### config.mk
export PLATFORM = sky130hd
export DESIGN_NAME = stream_argmax
export DESIGN_NICKNAME = d
export VERILOG_FILES = /design/src/rtl/argmax_pkg.sv /design/src/rtl/sm_compare.sv /design/src/rtl/stream_argmax.sv
export SDC_FILE = /design/constraint.sdc
export NUM_CORES = 1
export LEC_CHECK = 0
export BUFFER_PORTS_ARGS = -buffer_cell sky130_fd_sc_hd__buf_2
export CORE_ASPECT_RATIO = 0.6
export CORE_MARGIN = 4
export CORE_UTILIZATION = 59
export CTS_CLUSTER_DIAMETER = 200
export CTS_CLUSTER_SIZE = 24
export DETAILED_ROUTE_END_ITERATION = 8
export HOLD_SLACK_MARGIN = 0.02
export PLACE_DENSITY_LB_ADDON = 0.12
export RECOVER_POWER = 25
export SLEW_MARGIN = 20
export SYNTH_ARGS = -nofsm -noshare
export SYNTH_HDL_FRONTEND = slang
export SYNTH_SLANG_ARGS = --single-unit
### constraint.sdc
create_clock -name clk -period 6.5 [get_ports clk]
set_input_delay 1.3 -clock clk [delete_from_list [all_inputs] [get_ports clk]]
set_output_delay 1.3 -clock clk [all_outputs]
set_load 0.02 [all_outputs]
### src/rtl/argmax_pkg.sv
// Shared state type and sign-magnitude ordering helpers for stream_argmax.
// Callers pass zero-extended codes plus the real width; SmMaxW bounds DATA_W.
package argmax_pkg;

  localparam int unsigned SmMaxW = 64;

  typedef enum logic {
    ACC,
    HOLD
  } state_e;

  // Saturation code: sign bit set, magnitude zero ("negative zero").
  function automatic logic [SmMaxW-1:0] sm_sat(input int unsigned width);
    return SmMaxW'(1) << (width - 1);
  endfunction

  // Strict ordering: SAT > positives (by magnitude) > negatives (smaller magnitude higher).
  function automatic logic sm_gt(input logic [SmMaxW-1:0] a,
                                 input logic [SmMaxW-1:0] b,
                                 input int unsigned       width);
    logic [SmMaxW-1:0] sat;
    logic [SmMaxW-1:0] mask;
    logic [SmMaxW-1:0] a_mag;
    logic [SmMaxW-1:0] b_mag;
    logic              a_neg;
    logic              b_neg;
    sat   = sm_sat(width);
    mask  = sat - SmMaxW'(1);
    a_mag = a & mask;
    b_mag = b & mask;
    a_neg = |(a & sat);
    b_neg = |(b & sat);
    if (b == sat) return 1'b0;
    if (a == sat) return 1'b1;
    if (a_neg != b_neg) return b_neg;
    if (!a_neg) return a_mag > b_mag;
    return a_mag < b_mag;
  endfunction

endpackage

### src/rtl/sm_compare.sv
// Combinational strict-greater comparator for sign-magnitude scores.
module sm_compare
  import argmax_pkg::*;
#(
  parameter int unsigned DATA_W = 8
) (
  input  logic [DATA_W-1:0] a_i,
  input  logic [DATA_W-1:0] b_i,
  output logic              a_gt_b_o
);

  assign a_gt_b_o = sm_gt(SmMaxW'(a_i), SmMaxW'(b_i), DATA_W);

endmodule

### src/rtl/stream_argmax.sv
// Streaming arg-max over NUM_CH sign-magnitude beats; result held until consumed.
// Define ARGMAX_TOP2_EN to also track and report the runner-up.
module stream_argmax
  import argmax_pkg::*;
#(
  parameter  int unsigned DATA_W = 8,
  parameter  int unsigned NUM_CH = 10,
  localparam int unsigned IDX_W  = $clog2(NUM_CH)
) (
  input  logic              clk,
  input  logic              rst,
  input  logic              in_valid,
  output logic              in_ready,
  input  logic [DATA_W-1:0] in_data,
  output logic              out_valid,
  input  logic              out_ready,
  output logic [DATA_W-1:0] out_max,
  output logic [IDX_W-1:0]  out_index,
`ifdef ARGMAX_TOP2_EN
  output logic [DATA_W-1:0] out_max2,
  output logic [IDX_W-1:0]  out_index2,
`endif
  output logic              out_sat
);

  localparam logic [IDX_W-1:0]  LastBeat = IDX_W'(NUM_CH - 1);
  localparam logic [DATA_W-1:0] SatCode  = DATA_W'(sm_sat(DATA_W));

  state_e              state_q, state_d;
  logic [IDX_W-1:0]    count_q, count_d;
  logic [DATA_W-1:0]   best_q, best_d;
  logic [IDX_W-1:0]    best_idx_q, best_idx_d;
  logic                sat_q, sat_d;
  logic [DATA_W-1:0]   out_max_q, out_max_d;
  logic [IDX_W-1:0]    out_index_q, out_index_d;
  logic                out_sat_q, out_sat_d;

  logic                accept;
  logic                first_beat;
  logic                last_beat;
  logic                beat_is_sat;
  logic                beat_gt_best;
  logic [IDX_W-1:0]    beat_idx;

  assign in_ready    = (state_q == ACC);
  assign out_valid   = (state_q == HOLD);
  assign accept      = in_valid & in_ready;
  assign first_beat  = (count_q == '0);
  assign last_beat   = (count_q == LastBeat);
  assign beat_is_sat = (in_data == SatCode);
  // Beat 0 maps to the highest class number.
  assign beat_idx    = LastBeat - count_q;

  sm_compare #(
    .DATA_W (DATA_W)
  ) u_cmp_best (
    .a_i      (in_data),
    .b_i      (best_q),
    .a_gt_b_o (beat_gt_best)
  );

`ifdef ARGMAX_TOP2_EN
  logic [DATA_W-1:0] second_q, second_d;
  logic [IDX_W-1:0]  second_idx_q, second_idx_d;
  logic [DATA_W-1:0] out_max2_q, out_max2_d;
  logic [IDX_W-1:0]  out_index2_q, out_index2_d;
  logic              beat_gt_second;

  sm_compare #(
    .DATA_W (DATA_W)
  ) u_cmp_second (
    .a_i      (in_data),
    .b_i      (second_q),
    .a_gt_b_o (beat_gt_second)
  );

  assign out_max2   = out_max2_q;
  assign out_index2 = out_index2_q;
`endif

  always_comb begin
    state_d     = state_q;
    count_d     = count_q;
    best_d      = best_q;
    best_idx_d  = best_idx_q;
    sat_d       = sat_q;
    out_max_d   = out_max_q;
    out_index_d = out_index_q;
    out_sat_d   = out_sat_q;
`ifdef ARGMAX_TOP2_EN
    second_d     = second_q;
    second_idx_d = second_idx_q;
    out_max2_d   = out_max2_q;
    out_index2_d = out_index2_q;
`endif
    case (state_q)
      ACC: begin
        if (accept) begin
          if (first_beat || beat_gt_best) begin
            best_d     = in_data;
            best_idx_d = beat_idx;
          end
`ifdef ARGMAX_TOP2_EN
          if (!first_beat) begin
            if (beat_gt_best) begin
              second_d     = best_q;
              second_idx_d = best_idx_q;
            end else if ((count_q == IDX_W'(1)) || beat_gt_second) begin
              second_d     = in_data;
              second_idx_d = beat_idx;
            end
          end
`endif
          sat_d = (first_beat ? 1'b0 : sat_q) | beat_is_sat;
          if (last_beat) begin
            state_d     = HOLD;
            out_max_d   = best_d;
            out_index_d = best_idx_d;
            out_sat_d   = sat_d;
`ifdef ARGMAX_TOP2_EN
            out_max2_d   = second_d;
            out_index2_d = second_idx_d;
`endif
          end else begin
            count_d = count_q + IDX_W'(1);
          end
        end
      end
      HOLD: begin
        if (out_ready) begin
          state_d = ACC;
          count_d = '0;
        end
      end
      default: state_d = ACC;
    endcase
  end

  always_ff @(posedge clk) begin
    if (rst) begin
      state_q     <= ACC;
      count_q     <= '0;
      best_q      <= '0;
      best_idx_q  <= '0;
      sat_q       <= 1'b0;
      out_max_q   <= '0;
      out_index_q <= '0;
      out_sat_q   <= 1'b0;
`ifdef ARGMAX_TOP2_EN
      second_q     <= '0;
      second_idx_q <= '0;
      out_max2_q   <= '0;
      out_index2_q <= '0;
`endif
    end else begin
      state_q     <= state_d;
      count_q     <= count_d;
      best_q      <= best_d;
      best_idx_q  <= best_idx_d;
      sat_q       <= sat_d;
      out_max_q   <= out_max_d;
      out_index_q <= out_index_d;
      out_sat_q   <= out_sat_d;
`ifdef ARGMAX_TOP2_EN
      second_q     <= second_d;
      second_idx_q <= second_idx_d;
      out_max2_q   <= out_max2_d;
      out_index2_q <= out_index2_d;
`endif
    end
  end

  assign out_max   = out_max_q;
  assign out_index = out_index_q;
  assign out_sat   = out_sat_q;

endmodule
==> impl_metrics.yaml, run 1 <==
outcome:
  status: "completed"
power_and_ir_drop:
  p_clk_frac: 0.409
  p_leak_uw: 0.000748
  seqPwrFrac: 0.432
  p_per_area_nw_per_um2: 257
  peakVddDrop_v: 0.000179
  p_int_uw: 352
  p_switching_uw: 125
  switching_share: 0.263
  pwr-share-comb: 0.159
drt:
  drc_errors: 0
  drt_iter0_drc: 119
  drtAntennaViolNets: 0
  routed_wl_mm: 3.55
  wl_per_cell_microns: 14.9
  vias: 1344
  via_per_inst: 5.62
  first_pass_iters: 4
global_route:
  grtUsageTotal: 0.212
  grt_antenna_before_repair: 0
  grt_pass1_vias: 1191
  grt_overflow: 0
  grt_pass1_wl_mm: 5.84
  grt_max_degree: 30
final_layout:
  drive_above_1_share: 0.159
  fillerInstances: 203
  nets: 229
  final_util: 0.725
  insertedDiodeCount: 0
  mostFrequentLayoutCell: "dfxtp_1"
  areaGrowthSynthToFinish_pct: 15.1
  mostFrequentLayoutCells: "31 x dfxtp_1, 29 x nor2_1, 17 x buf_2, 16 x mux2i_1, 15 x nand2_1"
floorplanning:
  die_w_microns: 75.4
  rows: 14
  core_sq_um: 2560
  num_io_pins: 27
  start_util: 0.630
  fp.dieH_microns: 48.5
  die_area_sq_um: 3660
synth:
  ys_ff_latch: 31
  ys_seq_area_frac: 0.385
  async_flop_share: 0
  ys_types: 31
  yosys_warnings: 0
  ys.flop_type: "dfxtp_1"
  synth_fp_nets: 202
  netlist_instances: 179
  synth_edf_count: 0
  syn_avg_cell_area_sq_um: 9.00
  synth_area_sq_um: 1610
worst_setup_path:
  required_ps: 6650
  path_class: "in -> reg"
  end_kind: "flip-flop"
  worstSetupStartpointType: "primary input"
  cp_max_fo: 12
  cp.arrival_ps: 3190
clock_tree:
  worst_skew_pair.late_latency_ps: 280
  clock-sinks: 31
  cts_tree: "yes"
  cts-buffers-inserted: 5
  clk_path_buf_depth: 2
  htree_levels: 2
  cts_resized: 0
  clk_pin_slew_worst_paths_ps: 70
  cts_setup_buffers: 0
  clockRootBuffer: "clkbuf_8"
  hold_buffers: 0
sta:
  setup_viol: 0
  maxSlewViolCount: 0
  period_share: 0.468
  hold_violations: 0
  max_freq_ghz: 0.328
  rsz0062_at_grt: "false"
  finalClockSkew_ps: 6.64
  tns_ps: 0
  min_period_ps: 3040
  maxSlewHeadroom: 0.613
  tightest_slew_ps: 579
flow_run:
  timing.max_cap.violations: 0
place:
  dp_hpwl_mm: 2.63
  gp_congestion: 0.839
  io_buffers: 26
hold_path:
  hp-class: "reg -> reg"
==> critical path: stages <==
cell and delay, ps:
buf_2 130, ha_1 320, a21oi_1 150, o21ai_1 130
o221a_2 360, o21ai_4 480, mux2i_1 260, nor2_1 60
==> synth_stat cells, drive strengths merged, types with 2 or more instances <==
cell    instances  area share
mux2i          16       0.099
nor2           30       0.071
nand3           6       0.019
inv            13       0.030
nor4b           2       0.011
a21oi           9       0.033
a211oi          4       0.019
ha             11       0.085
buf             2       0.014
a311oi          8       0.044
o211ai          7       0.033
nand2          15       0.035
xor2            2       0.011
nand4           3       0.012
o21ai           4       0.026
nor4            2      0.0078
dfxtp          31        0.39
clkbuf          5       0.012
==> power by group through the flow <==
stage          Clock [uW]  Sequential [uW]  Combinational, uW
2_1_floorplan           0              207               61.6
3_3_place_gp            0              210               72.4
3_5_place_dp            0              210               74.5
4_1_cts               197              206               75.3
5_1_grt               209              207               84.3
6_report              195              206               75.7
==> final timing paths <==
path / start / to / slack (ps) / depth (start not counted)
min: out_index[0]$_SDFFE_PP0P_ / out_index[0]$_SDFFE_PP0P_ / 460 / 2
max reg2reg: best_q[6]$_SDFFE_PP0P_ / best_idx_q[1]$_SDFFE_PP0P_ / 4140 / 8
min reg2reg: out_index[0]$_SDFFE_PP0P_ / out_index[0]$_SDFFE_PP0P_ / 460 / 2
max: in_data[6] / best_idx_q[1]$_SDFFE_PP0P_ / 3460 / 8
==> sequential cells by signal, summed over array words and instances (netlist names) <==
signal      flops
best_idx_q      4
out_index       4
out_valid       1
sat_q           1
out_sat         1
best_q          8
count_q         4
out_max         8
==> routing by layer <==
layer | track usage | vias up | share of wire
li1 | - | 692 | -
met1 | 0.323 | 603 | 0.52
met2 | 0.277 | 44 | 0.39
met3 | 0.0847 | 5 | 0.082
met4 | 0.0436 | 0 | 0.0087
met5 | 0 | - | 0
==> through the flow <==
step	setup slack [ps]	std cells	total power, uW	hold WS [ps]	instance area, sq um
after floorplan	3550	179	268	443	1610
after global placement	3210	231	282	441	1750
after detailed placement	3140	231	284	445	1750
after CTS	3440	239	479	454	1860
after global routing	3300	239	501	484	1850
final	3460	239	477	456	1850
==> logic make-up after synthesis <==
kind of cell             Yosys count  share of synthesized area
adder cells (fa/ha/maj)           11                     0.0855
AND/OR/NAND/NOR                   62                      0.172
XOR/XNOR                           3                     0.0163
AO/OA/AOI/OAI                     36                      0.186
flip-flops                        31                      0.385
buffers and inverters             20                     0.0559
multiplexers                      16                     0.0995
==> layout make-up <==
class                   instances  area (sq um)  share of cell area
flip-flops and latches         31           621               0.335
multi-input cells             128           900               0.485
inverters                      13          48.8              0.0263
clock buffers                   6          82.6              0.0446
clock inverters                 2          35.0              0.0189
well taps                      32          40.0              0.0216
repair buffers                 27           126              0.0682
(Power assumes the default switching activity.)
==> inputs of run 2 (changes only) <==
--- a/config.mk
+++ b/config.mk
@@ -8,7 +8,7 @@
 export BUFFER_PORTS_ARGS = -buffer_cell sky130_fd_sc_hd__buf_2
 export CORE_ASPECT_RATIO = 0.6
 export CORE_MARGIN = 4
-export CORE_UTILIZATION = 59
+export CORE_UTILIZATION = 50
 export CTS_CLUSTER_DIAMETER = 200
 export CTS_CLUSTER_SIZE = 24
 export DETAILED_ROUTE_END_ITERATION = 8
==> constraint.sdc (replaced) <==
create_clock -name clk -period 2.8 [get_ports clk]
set_input_delay 0.56 -clock clk [delete_from_list [all_inputs] [get_ports clk]]
set_output_delay 0.56 -clock clk [all_outputs]
set_load 0.02 [all_outputs]
==> run 2 against run 1 <==
Against the previous run: design area grew 1.5%; sequential share of layout area shrank 0.49 points; clock skew shrank 2.2 ps; count of clock-buffer cells in the layout is the same; via count grew 2.3%; global-route usage shrank 0.69 points; critical path depth grew 1; core utilization shrank 9.0 points; total power grew 130%; register-to-register slack lost 3600 ps; worst setup slack lost 2900 ps; critical path type is now reg -> reg; largest cell class unchanged; largest power group unchanged.
==> impl_metrics.yaml, run 2 (same netlist as run 1, synthesis figures left out) <==
clock_tree:
  worst_skew_pair.late_latency_ps: 280
  cts_setup_buffers: 0
  clockRootBuffer: "clkbuf_8"
  clk_path_buf_depth: 2
  cts_resized: 0
  hold_buffers: 0
  clock-sinks: 31
  cts_tree: "yes"
  htree_levels: 2
  cts-buffers-inserted: 5
  clk_pin_slew_worst_paths_ps: 70
worst_setup_path:
  path_class: "reg -> reg"
  end_kind: "flip-flop"
  cp.arrival_ps: 2420
  worstSetupStartpointType: "flip-flop"
  required_ps: 2950
  cp_max_fo: 10
flow_run:
  timing.max_cap.violations: 0
global_route:
  grt_overflow: 0
  grtUsageTotal: 0.205
  grt_pass1_wl_mm: 6.42
  grt_pass1_vias: 1335
  grt_antenna_before_repair: 0
  grt_max_degree: 30
place:
  gp_congestion: 0.910
  dp_hpwl_mm: 2.89
  io_buffers: 26
  dp_slack_ps: 308
final_layout:
  nets: 231
  areaGrowthSynthToFinish_pct: 16.8
  final_util: 0.634
  mostFrequentLayoutCells: "31 x dfxtp_1, 29 x nor2_1, 17 x buf_2, 16 x mux2i_1, 15 x nand2_1"
  fillerInstances: 274
  insertedDiodeCount: 0
  drive_above_1_share: 0.167
  mostFrequentLayoutCell: "dfxtp_1"
sta:
  tns_ps: 0
  maxSlewHeadroom: 0.601
  max_freq_ghz: 0.441
  hold_violations: 0
  finalClockSkew_ps: 4.44
  tightest_slew_ps: 597
  maxSlewViolCount: 0
  rsz0062_at_grt: "false"
  whs_ps: 457
  setup_viol: 0
  period_share: 0.810
  setup_ws_ps: 531
  min_period_ps: 2270
power_and_ir_drop:
  p_per_area_nw_per_um2: 592
  p_leak_uw: 0.000756
  peakVddDrop_v: 0.000375
drt:
  drc_errors: 0
  drt_iter0_drc: 85
  first_pass_iters: 4
  drtAntennaViolNets: 0
  vias: 1375
  via_per_inst: 5.48
  wl_per_cell_microns: 14.8
  routed_wl_mm: 3.72
floorplanning:
  rows: 15
  num_io_pins: 27
  die_area_sq_um: 4220
  core_sq_um: 2970
  die_w_microns: 81.3
  fp.dieH_microns: 52.0
  start_util: 0.543
hold_path:
  hp-class: "reg -> reg"
outcome:
  status: "completed"
==> run 2: cell type report <==
cell class                 count  area [sq um]  area share
timing repair buffer          29           141      0.0752
inverter                      13          48.8      0.0259
multi-input combinational    128           900       0.478
clock inverter                 2          35.0      0.0186
sequential                    31           621       0.330
tap                           42          52.6      0.0279
clock buffer                   6          82.6      0.0439
==> run 2: final timing paths <==
check                                               start                    endpoint  slack (ps)  cells after the start
worst max register to register     best_q[6]$_SDFFE_PP0P_  best_idx_q[0]$_SDFFE_PP0P_         530                      9
worst min register to register  out_index[0]$_SDFFE_PP0P_   out_index[0]$_SDFFE_PP0P_         460                      2
worst max-delay path               best_q[6]$_SDFFE_PP0P_  best_idx_q[0]$_SDFFE_PP0P_         530                      9
worst min-delay path            out_index[0]$_SDFFE_PP0P_   out_index[0]$_SDFFE_PP0P_         460                      2
==> run 2: stage by stage <==
step | instance area [sq um] | total power [uW] | std cells
3_3_place_gp | 1770 | 662 | 243
5_1_grt | 1880 | 1160 | 251
6_report | 1880 | 1110 | 251
2_1_floorplan | 1610 | 623 | 179
4_1_cts | 1890 | 1120 | 251
3_5_place_dp | 1770 | 669 | 243
==> run 2: metal layers <==
| layer | up-vias | part of all wire | GRT usage |
|---|---|---|---|
| met4 | 0 | 0.0064 | 0.0590 |
| met1 | 634 | 0.50 | 0.291 |
| met3 | 4 | 0.092 | 0.0623 |
| met5 | - | 0 | 0 |
| li1 | 693 | - | - |
| met2 | 44 | 0.40 | 0.295 |
==> run 2: critical path: stages (launching register included) <==
cell,delay [ps]
dfxtp_1,420
inv_1,70
ha_1,310
a21oi_1,150
o21ai_1,140
o311ai_4,540
o21ai_4,100
buf_4,200
mux2i_1,160
nor2_1,60
==> run 2: power breakdown <==
| group | total (uW) | internal, uW | switching (uW) |
|---|---|---|---|
| registers | 477 | 458 | 18.6 |
| clock network | 453 | 288 | 165 |
| logic | 184 | 75.1 | 109 |
| total | 1110 | 821 | 293 |
==> inputs of run 3 (changes only) <==
==> constraint.sdc (replaced) <==
create_clock -name clk -period 2 [get_ports clk]
set_input_delay 0.4 -clock clk [delete_from_list [all_inputs] [get_ports clk]]
set_output_delay 0.4 -clock clk [all_outputs]
set_load 0.02 [all_outputs]
==> run 3 against run 2 <==
Against the previous run: the flow now finishes with violations (negative setup slack); critical path depth unchanged; combinational power increased by 120%; non-clock buffer count increased by 26; count of clock-buffer cells in the layout unchanged; sequential power increased by 39%; final cell count increased by 10%; clock skew decreased by 0.83 ps; design area increased by 19%; flip-flop and latch count unchanged; critical path type is now in -> reg; largest cell class unchanged; largest power group unchanged.
==> impl_metrics.yaml, run 3 (same netlist as run 1, synthesis figures left out) <==
outcome:
  status: "finished with violations"
  violations: "negative setup slack"
sta:
  setup_viol: 21
  period_share: 1.03
  tightest_slew_ps: 628
  hold_violations: 0
  rsz0062_at_grt: "true"
  setup_ws_ps: -61.1
  maxSlewHeadroom: 0.577
  max_freq_ghz: 0.485
  whs_ps: 420
  finalClockSkew_ps: 3.60
  maxSlewViolCount: 0
  min_period_ps: 2060
final_layout:
  mostFrequentLayoutCell: "nor2_1"
  regArea_sq_um: 628
  areaGrowthSynthToFinish_pct: 39.4
  insertedDiodeCount: 0
  mostFrequentLayoutCells: "29 x nor2_1, 25 x dfxtp_1, 24 x buf_4, 20 x buf_2, 16 x mux2i_1"
  drive_above_1_share: 0.370
  nets: 257
  fin_cells: 277
  fillerInstances: 215
  multiInputGateArea_sq_um: 1020
clock_tree:
  hold_buffers: 0
  cts_tree: "yes"
  clockRootBuffer: "clkbuf_8"
  clock-sinks: 31
  htree_levels: 2
  worst_skew_pair.late_latency_ps: 290
  clk_pin_slew_worst_paths_ps: 70
  clk_path_buf_depth: 2
  cts-buffers-inserted: 5
worst_setup_path:
  cp.arrival_ps: 2260
  path_class: "in -> reg"
  end_kind: "flip-flop"
  worstSetupStartpointType: "primary input"
  required_ps: 2200
  cp_max_fo: 8
global_route:
  grt_overflow: 0
  grt_pass1_wl_mm: 6.91
  grtUsageTotal: 0.222
  grt_pass1_vias: 1450
  grt_max_degree: 30
  grt_antenna_before_repair: 0
power_and_ir_drop:
  finalPower_uw: 1720
  peakVddDrop_v: 0.000426
  p_leak_uw: 0.000926
  p_per_area_nw_per_um2: 765
drt:
  drt_iter0_drc: 107
  wl_per_cell_microns: 16.0
  drtAntennaViolNets: 0
  routed_wl_mm: 4.44
  first_pass_iters: 4
  vias: 1512
  via_per_inst: 5.46
  drc_errors: 0
place:
  gp_congestion: 0.905
  dp_cells: 265
  io_buffers: 26
  dp_hpwl_mm: 3.12
floorplanning:
  num_io_pins: 27
  fp.dieH_microns: 52.0
  rows: 15
  start_util: 0.543
  die_area_sq_um: 4220
  die_w_microns: 81.3
  core_sq_um: 2970
hold_path:
  hp-class: "in -> reg"
flow_run:
  timing.max_cap.violations: 0
run 3: cell count changes in the layout (fill, tap and decap cells not counted), sizes merged:
cell    previous run  this run
buf               20        49
clkbuf            15        12
run 3: final timing paths:
kind,from,endpoint,slack [ps],cells past startpoint
max,in_data[3],out_max[1]$_SDFFE_PP0P_,-60,9
min,out_ready,out_valid$_SDFF_PP0_,420,3
max reg2reg,best_q[6]$_SDFFE_PP0P_,out_max[1]$_SDFFE_PP0P_,0,9
min reg2reg,out_index[0]$_SDFFE_PP0P_,out_index[0]$_SDFFE_PP0P_,460,2
run 3: layer usage:
layer | part of all wire | track usage | up-vias
li1 | - | - | 746
met1 | 0.47 | 0.316 | 706
met2 | 0.44 | 0.309 | 53
met3 | 0.079 | 0.0640 | 7
met4 | 0.014 | 0.0899 | 0
met5 | 0 | 0 | -
run 3: metrics by stage:
step,util,TNS [ps],instance area (sq um),setup slack (ps)
after floorplan,-,0,1640,1.46
after global placement,0.669,-2240,1980,-127
after detailed placement,0.669,-3100,1980,-174
after CTS,0.716,-1.96,2120,-1.96
after global routing,0.757,-1980,2240,-138
final,0.757,-571,2240,-61.1
run 3: cell type report:
type                            instances  share of cell area
Clock buffer                            6              0.0368
Clock inverter                          2              0.0156
Sequential cell                        31               0.280
Inverter                               13              0.0217
Multi-Input combinational cell        128               0.455
Timing Repair Buffer                   55               0.168
Tap cell                               42              0.0234
run 3: worst max-delay path, cell delays in order:
cell	delay, ps
buf_2	120
buf_4	140
nor4_1	570
nand2_1	230
o311ai_4	130
buf_6	170
buf_12	110
o211ai_1	100
a311oi_1	280
run 3: power by group:
| group | switching, uW | internal (uW) | total [uW] | leakage (uW) |
|---|---|---|---|---|
| sequential | 17.3 | 643 | 661 | 0.000254 |
| clock | 251 | 403 | 654 | 0.0000612 |
| combinational | 206 | 196 | 402 | 0.000610 |
| total | 475 | 1240 | 1720 | 0.000926 |
run 3: what timing repair did:
item,CTS,global route
gates resized for setup,8,16
pin swaps,5,11
setup buffers,0,4
endpoints found under the hold margin,0,0
setup endpoints to repair,9,22
